## config.mk

```make
export PLATFORM = sky130hd
export DESIGN_NAME = axis_nibble_assembler
export DESIGN_NICKNAME = d
export VERILOG_FILES = /design/src/rtl/axis_nibble_assembler.sv
export SDC_FILE = /design/constraint.sdc
export NUM_CORES = 1
export LEC_CHECK = 0
export BUFFER_PORTS_ARGS = -buffer_cell sky130_fd_sc_hd__buf_2
export CORE_ASPECT_RATIO = 1.4
export CORE_MARGIN = 1.5
export CORE_UTILIZATION = 55
export CTS_CLUSTER_DIAMETER = 100
export DETAILED_ROUTE_END_ITERATION = 10
export HOLD_SLACK_MARGIN = 0.15
export PLACE_DENSITY = 0.84
export SYNTH_ARGS = -nofsm -noshare
export SYNTH_HDL_FRONTEND = slang
export SYNTH_SLANG_ARGS = --single-unit
```

## constraint.sdc

```tcl
create_clock -name clk -period 3.5 [get_ports clk]
set_input_delay 1.05 -clock clk [delete_from_list [all_inputs] [get_ports clk]]
set_output_delay 1.05 -clock clk [all_outputs]
set_load 0.005 [all_outputs]
```

## src/rtl/axis_nibble_assembler.sv

```systemverilog
`timescale 1ns/1ps
// Purpose: rebuilds 6-bit packet-count words from two 3-bit AXI-Stream beats (tlast on 2nd), flags framing errors.
// Latency: m_valid rises 1 cycle after the 2nd-beat handshake; 1 word per 2 beats sustained.
// Backpressure: s_tready drops while a word is held with m_ready low (except in DRAIN, which always accepts).
// Optional sequence checker enabled by defining SEQ_CHECK_EN; without it seq_err/seq_err_count are tied to 0.
module axis_nibble_assembler #(
  parameter int BEAT_W = 3,
  parameter int WORD_W = 6,
  parameter int CNT_W  = 16
) (
  input  logic              clk,
  input  logic              rst,
  input  logic              s_tvalid,
  output logic              s_tready,
  input  logic [BEAT_W-1:0] s_tdata,
  input  logic              s_tlast,
  output logic              m_valid,
  input  logic              m_ready,
  output logic [WORD_W-1:0] m_data,
  output logic              m_err,
  output logic [CNT_W-1:0]  pkt_count,
  output logic [CNT_W-1:0]  err_count,
  input  logic [5:0]        cnt_limit,
  output logic              seq_err,
  output logic [CNT_W-1:0]  seq_err_count
);

  localparam logic [1:0] ST_BEAT0 = 2'd0;
  localparam logic [1:0] ST_BEAT1 = 2'd1;
  localparam logic [1:0] ST_DRAIN = 2'd2;

  localparam logic [CNT_W-1:0] CNT_MAX = {CNT_W{1'b1}};

  logic [1:0]        state_q, state_d;
  logic [BEAT_W-1:0] hi_q, hi_d;
  logic              m_valid_q, m_valid_d;
  logic [WORD_W-1:0] m_data_q, m_data_d;
  logic              m_err_q, m_err_d;
  logic [CNT_W-1:0]  pkt_cnt_q, pkt_cnt_d;
  logic [CNT_W-1:0]  err_cnt_q, err_cnt_d;

  logic              accept;
  logic              deliver;
  logic              load;
  logic              err_evt;
  logic [WORD_W-1:0] asm_word;

  // DRAIN never stalls; otherwise only stall while a held word is not being taken this cycle
  assign s_tready = (state_q == ST_DRAIN) ? 1'b1 : ~(m_valid_q & ~m_ready);
  assign accept   = s_tvalid & s_tready;
  assign deliver  = m_valid_q & m_ready;
  assign asm_word = {hi_q, s_tdata};

  // Framing FSM: decides word loads and short/long-packet errors
  always_comb begin
    state_d = state_q;
    hi_d    = hi_q;
    load    = 1'b0;
    err_evt = 1'b0;
    case (state_q)
      ST_BEAT0: begin
        if (accept) begin
          if (s_tlast) begin
            err_evt = 1'b1;
          end else begin
            hi_d    = s_tdata;
            state_d = ST_BEAT1;
          end
        end
      end
      ST_BEAT1: begin
        if (accept) begin
          if (s_tlast) begin
            load    = 1'b1;
            state_d = ST_BEAT0;
          end else begin
            err_evt = 1'b1;
            state_d = ST_DRAIN;
          end
        end
      end
      ST_DRAIN: begin
        if (accept && s_tlast) begin
          state_d = ST_BEAT0;
        end
      end
      default: state_d = ST_BEAT0;
    endcase
  end

  // Output register: a new load wins over a same-cycle delivery so back-to-back words never bubble
  always_comb begin
    m_valid_d = m_valid_q;
    m_data_d  = m_data_q;
    if (load) begin
      m_valid_d = 1'b1;
      m_data_d  = asm_word;
    end else if (deliver) begin
      m_valid_d = 1'b0;
    end
  end

  // Saturating counters and the one-cycle framing error pulse
  always_comb begin
    m_err_d   = err_evt;
    pkt_cnt_d = pkt_cnt_q;
    err_cnt_d = err_cnt_q;
    if (deliver && (pkt_cnt_q != CNT_MAX)) begin
      pkt_cnt_d = pkt_cnt_q + CNT_W'(1);
    end
    if (err_evt && (err_cnt_q != CNT_MAX)) begin
      err_cnt_d = err_cnt_q + CNT_W'(1);
    end
  end

  // State and datapath registers with synchronous active-low reset
  always_ff @(posedge clk) begin
    if (!rst) begin
      state_q   <= ST_BEAT0;
      hi_q      <= '0;
      m_valid_q <= 1'b0;
      m_data_q  <= '0;
      m_err_q   <= 1'b0;
      pkt_cnt_q <= '0;
      err_cnt_q <= '0;
    end else begin
      state_q   <= state_d;
      hi_q      <= hi_d;
      m_valid_q <= m_valid_d;
      m_data_q  <= m_data_d;
      m_err_q   <= m_err_d;
      pkt_cnt_q <= pkt_cnt_d;
      err_cnt_q <= err_cnt_d;
    end
  end

  assign m_valid   = m_valid_q;
  assign m_data    = m_data_q;
  assign m_err     = m_err_q;
  assign pkt_count = pkt_cnt_q;
  assign err_count = err_cnt_q;

`ifdef SEQ_CHECK_EN
  logic              seeded_q, seeded_d;
  logic [WORD_W-1:0] prev_q, prev_d;
  logic [WORD_W-1:0] exp_word;
  logic              seq_err_q, seq_err_d;
  logic [CNT_W-1:0]  seq_cnt_q, seq_cnt_d;

  // Expected next word follows the upstream counter: wraps from cnt_limit back to 1
  assign exp_word = (prev_q == cnt_limit) ? WORD_W'(1) : prev_q + WORD_W'(1);

  // Check each loaded word; first word after reset only seeds, mismatches resync to the received word
  always_comb begin
    seeded_d  = seeded_q;
    prev_d    = prev_q;
    seq_err_d = 1'b0;
    seq_cnt_d = seq_cnt_q;
    if (load) begin
      seeded_d = 1'b1;
      prev_d   = asm_word;
      if (seeded_q && (asm_word != exp_word)) begin
        seq_err_d = 1'b1;
        if (seq_cnt_q != CNT_MAX) begin
          seq_cnt_d = seq_cnt_q + CNT_W'(1);
        end
      end
    end
  end

  // Sequence checker registers; pulse lines up with the m_valid rise of the offending word
  always_ff @(posedge clk) begin
    if (!rst) begin
      seeded_q  <= 1'b0;
      prev_q    <= '0;
      seq_err_q <= 1'b0;
      seq_cnt_q <= '0;
    end else begin
      seeded_q  <= seeded_d;
      prev_q    <= prev_d;
      seq_err_q <= seq_err_d;
      seq_cnt_q <= seq_cnt_d;
    end
  end

  assign seq_err       = seq_err_q;
  assign seq_err_count = seq_cnt_q;
`else
  logic unused_cnt_limit;
  assign unused_cnt_limit = ^cnt_limit;
  assign seq_err          = 1'b0;
  assign seq_err_count    = '0;
`endif

endmodule

```

==> results summary <==
The final weighted congestion of routability-driven global placement came out at 0.889. The finished cells cover 2670 µm². IR analysis of the VDD net gives a maximum drop of 0.290 mV. The total buffers and inverters traversed by the critical path is 2. The timing-limited maximum frequency came out at 351 MHz.

The largest delay contributor family on the critical path is simple AND/OR/NAND/NOR gates. The average wire per cell in the routed design is 13.8 µm. The post-cts hold buffer count came out at 0.

The number of buffer cells added on primary ports came out at 48. Entering global routing, the biggest net connects 31 pins. The number of library cell types mapped by synthesis came out at 35. Walking the worst path, the cells encountered are buf_2, nor2b_1, nand2_1, buf_2. The relative slew slack is 35.8%.

The number of gates resized after CTS was 0. The number of warnings reported in the yosys synthesis log is 0. In this run, synthesis inferred 0 flip-flops with an integrated enable. The static leakage power is 0.989 nW. Cells with a size suffix above 1 make up 20.6% of the layout. In the global route stage, overall resource usage came out at 21.8%. The mapped cell area is 2410 µm².

The number of hold violations in the final report is 0. The slowest stage cell on the critical path is sky130_fd_sc_hd__nor2b_1. Summed over all instances, the cell type with the most area after synthesis is sky130_fd_sc_hd__dfxtp_1. A synthesized cell averages 8.54 µm².

The worst setup path is captured at an output pin. The layout overhead on the synthesized area came out at 10.7%. The tree is rooted in a sky130_fd_sc_hd__clkbuf_8. The number of cells produced by synthesis is 282.

The overall die area came out at 4790 µm². The detailed router finished its first iteration with 186 violations. The count of fill cells added during filler insertion came out at 388. After synthesis, the cell types taking the most area are sky130_fd_sc_hd__dfxtp_1 (37%), sky130_fd_sc_hd__mux2i_1 (9.1%), sky130_fd_sc_hd__buf_4 (5.3%). The height of the die is 81.3 µm. The share of total power dissipated in sequential elements is 57.9%.

The count of unresolved DRC violations after routing came out at 0. CTS built an H-tree with a depth of 2. The most numerous cell type found on the critical path is sky130_fd_sc_hd__buf_2. The count of nets left with antenna violations after detail routing came out at 0. The worst-path maximum fanout came out at 7.

For the worst setup path, the data arrival time is 1800 ps. The number of antenna violations at the first check in global routing came out at 0. The first global-routing pass estimated 8150 µm of wire.

The number of endpoints failing setup at the final stage is 0. The number of max-capacitance violations reported came out at 0. The internal power contribution is 0.677 mW. Dividing total power by cell area gives a power density of 339 nW/µm². STA puts the critical path data required time at 2450 ps. Among all flip-flop cells after synthesis, the most frequent one is sky130_fd_sc_hd__dfxtp_1.

The run finished with clean final reports. Across the routed clock network, the largest skew measured is 6.54 ps. In this run the worst hold path is classified as flop to flop. Once the clock tree was built, the setup fixing pass inserted 0 buffers. The region available for standard cell placement spans 4200 µm². The relative contribution of combinational cells to total power came out at 6.2%. For the final routed database, the setup TNS stands at 0 ps. The clock net sink count is 45. The count of antenna diodes in the layout came out at 0. Synthesis inferred 45 register bits. The worst setup path is launched from an input port. TritonCTS built the clock tree. In the final design database the tool counted 340 nets. The async set or reset register ratio after synthesis is 0%. The effective utilization at floorplan is 57.3%. By count the netlist is led by sky130_fd_sc_hd__dfxtp_1 (45), sky130_fd_sc_hd__nand2_1 (29), sky130_fd_sc_hd__mux2i_1 (22).

The half-perimeter wire length of the detailed placement result came out at 3520 µm. The share of Yosys cell area claimed by the top area cell type is 37.4%. In this run the deepest clock path goes through 2 buffers. The cell row count came out at 28. Counting the buffers created by CTS gives 5. The via count of the first global-routing pass was 1,885.

The slew at the pin with the worst max-slew slack came out at 961 ps. The total detailed-routing wirelength is 5100 µm. In the post-synthesis netlist, the cell with the most instances is sky130_fd_sc_hd__dfxtp_1. The critical path in this run is classified as input port to output pin. The die width is 58.9 µm.

The number of slew-limit violations in the final report is 0. The ratio of routed vias to standard cells is 5.95. Setup repair after global routing left no endpoint under its margin. The switching part of the total came out at 25.2%. The net switching power is 0.228 mW. The final cycle utilization of the critical path is 81.3%. The register clock-pin slew on the reported worst setup and hold paths is 80 ps. The pre-antenna-repair detailed-routing pass consisted of 5 iterations. The insertion delay of the later-clocked pin in the worst-skew pair came out at 300 ps. The clock network power share is 36.0%.

The maximum cell stage delay along the critical path came out at 370 ps. The minimum clock period is 2850 ps. The share of the yosys chip area belonging to registers is 37.4%.

In this run the cell area measured after placement is 2570 µm². The global-route congestion overflow total is 0. The total power of the final layout came out at 0.905 mW. The number of top-level pins is 72. The total via count after detailed routing came out at 2,203.
-- final cells by class --
class	instances	area [µm²]	area share (%)
multi-input cells	214	1330	49.8
flip-flops and latches	45	901	33.8
repair buffers	51	263	9.85
clock buffers	5	68.8	2.58
well taps	45	56.3	2.11
inverters	7	26.3	0.985
clock inverters	3	22.5	0.845
-- layout by cell type, fill, tap and decap left out --
master and count:
sky130_fd_sc_hd__o21ai_0 7, sky130_fd_sc_hd__ha_1 2, sky130_fd_sc_hd__a211oi_1 1, sky130_fd_sc_hd__mux2i_1 22
sky130_fd_sc_hd__or3b_1 1, sky130_fd_sc_hd__nand2b_1 13, sky130_fd_sc_hd__nor3_2 1, sky130_fd_sc_hd__o31ai_1 14
sky130_fd_sc_hd__buf_4 3, sky130_fd_sc_hd__conb_1 17, sky130_fd_sc_hd__o211ai_1 1, sky130_fd_sc_hd__nor3_1 3
sky130_fd_sc_hd__nor4b_2 1, sky130_fd_sc_hd__dfxtp_1 45, sky130_fd_sc_hd__xnor2_1 1, sky130_fd_sc_hd__clkbuf_8 5
sky130_fd_sc_hd__or3_4 1, sky130_fd_sc_hd__nor4_2 5, sky130_fd_sc_hd__nand4_1 10, sky130_fd_sc_hd__or3_1 5
sky130_fd_sc_hd__clkinvlp_4 3, sky130_fd_sc_hd__nor4_1 9, sky130_fd_sc_hd__buf_2 48, sky130_fd_sc_hd__nand2_1 29
sky130_fd_sc_hd__nor2b_1 2, sky130_fd_sc_hd__a21oi_1 20, sky130_fd_sc_hd__inv_1 7, sky130_fd_sc_hd__nor2_1 16
sky130_fd_sc_hd__or2_1 1, sky130_fd_sc_hd__and4_1 4, sky130_fd_sc_hd__nand3_1 13, sky130_fd_sc_hd__o211a_1 1
sky130_fd_sc_hd__or4_1 13, sky130_fd_sc_hd__and3_1 1
-- power by group through the flow --
stage / logic [mW] / clock network, mW / registers, mW
3_3_place_gp: 0.0539 / 0 / 0.535
3_5_place_dp: 0.0555 / 0 / 0.536
6_report: 0.0559 / 0.326 / 0.524
2_1_floorplan: 0.0611 / 0 / 0.534
4_1_cts: 0.0556 / 0.333 / 0.524
5_1_grt: 0.0632 / 0.353 / 0.525
-- flip-flops by register name (all words and copies together) (netlist names) --
| register | cells |
|---|---|
| m_err | 1 |
| hi_q | 3 |
| m_valid | 1 |
| err_count | 16 |
| m_data | 6 |
| state_q | 2 |
| pkt_count | 16 |
-- worst paths after layout --
path,from,to,slack (ps),depth (start not counted)
worst min-delay path,state_q[1],state_q[0],460,1
worst max register to register,pkt_count[0],pkt_count[14],1380,5
worst max-delay path,m_ready,s_tready,650,4
worst min register to register,state_q[1],state_q[0],460,1
-- layer usage --
layer  up-vias  part of all wire [%]  GRT usage (%)
met5         -                     0              0
met4         0                   1.6           10.0
met3         8                   4.8           3.98
met2        75                    53           37.6
met1      1040                    41           25.7
li1       1080                     -              -
-- through the flow --
stage,utilization [%],std cells,setup slack [ps],hold WS [ps]
global placement,61.3,362,639,434
finish,63.4,370,654,464
CTS,63.4,370,641,471
detailed placement,61.3,362,643,462
floorplan,-,298,1050,417
global route,63.4,370,595,485
-- worst reg2reg max path: stages, from the launching register on --
cell	delay, ps
sky130_fd_sc_hd__dfxtp_1	400
sky130_fd_sc_hd__ha_1	230
sky130_fd_sc_hd__nand4_1	310
sky130_fd_sc_hd__or4_1	640
sky130_fd_sc_hd__or3_1	330
sky130_fd_sc_hd__a21oi_1	130
-- logic make-up (layout without fill, tap and decap cells) --
logic type	after synthesis	after routing	share of synthesized area [%]
other	1	17	0.156
muxes	22	22	9.14
buffers and inverters	39	66	10.2
DFF	45	45	37.4
adders and majority gates	2	2	1.04
AOI/OAI and AO/OA	44	44	11.0
and+or+nand+nor	128	128	30.7
xor gates and xnor gates	1	1	0.364
Power figures use the tool's default switching activity.
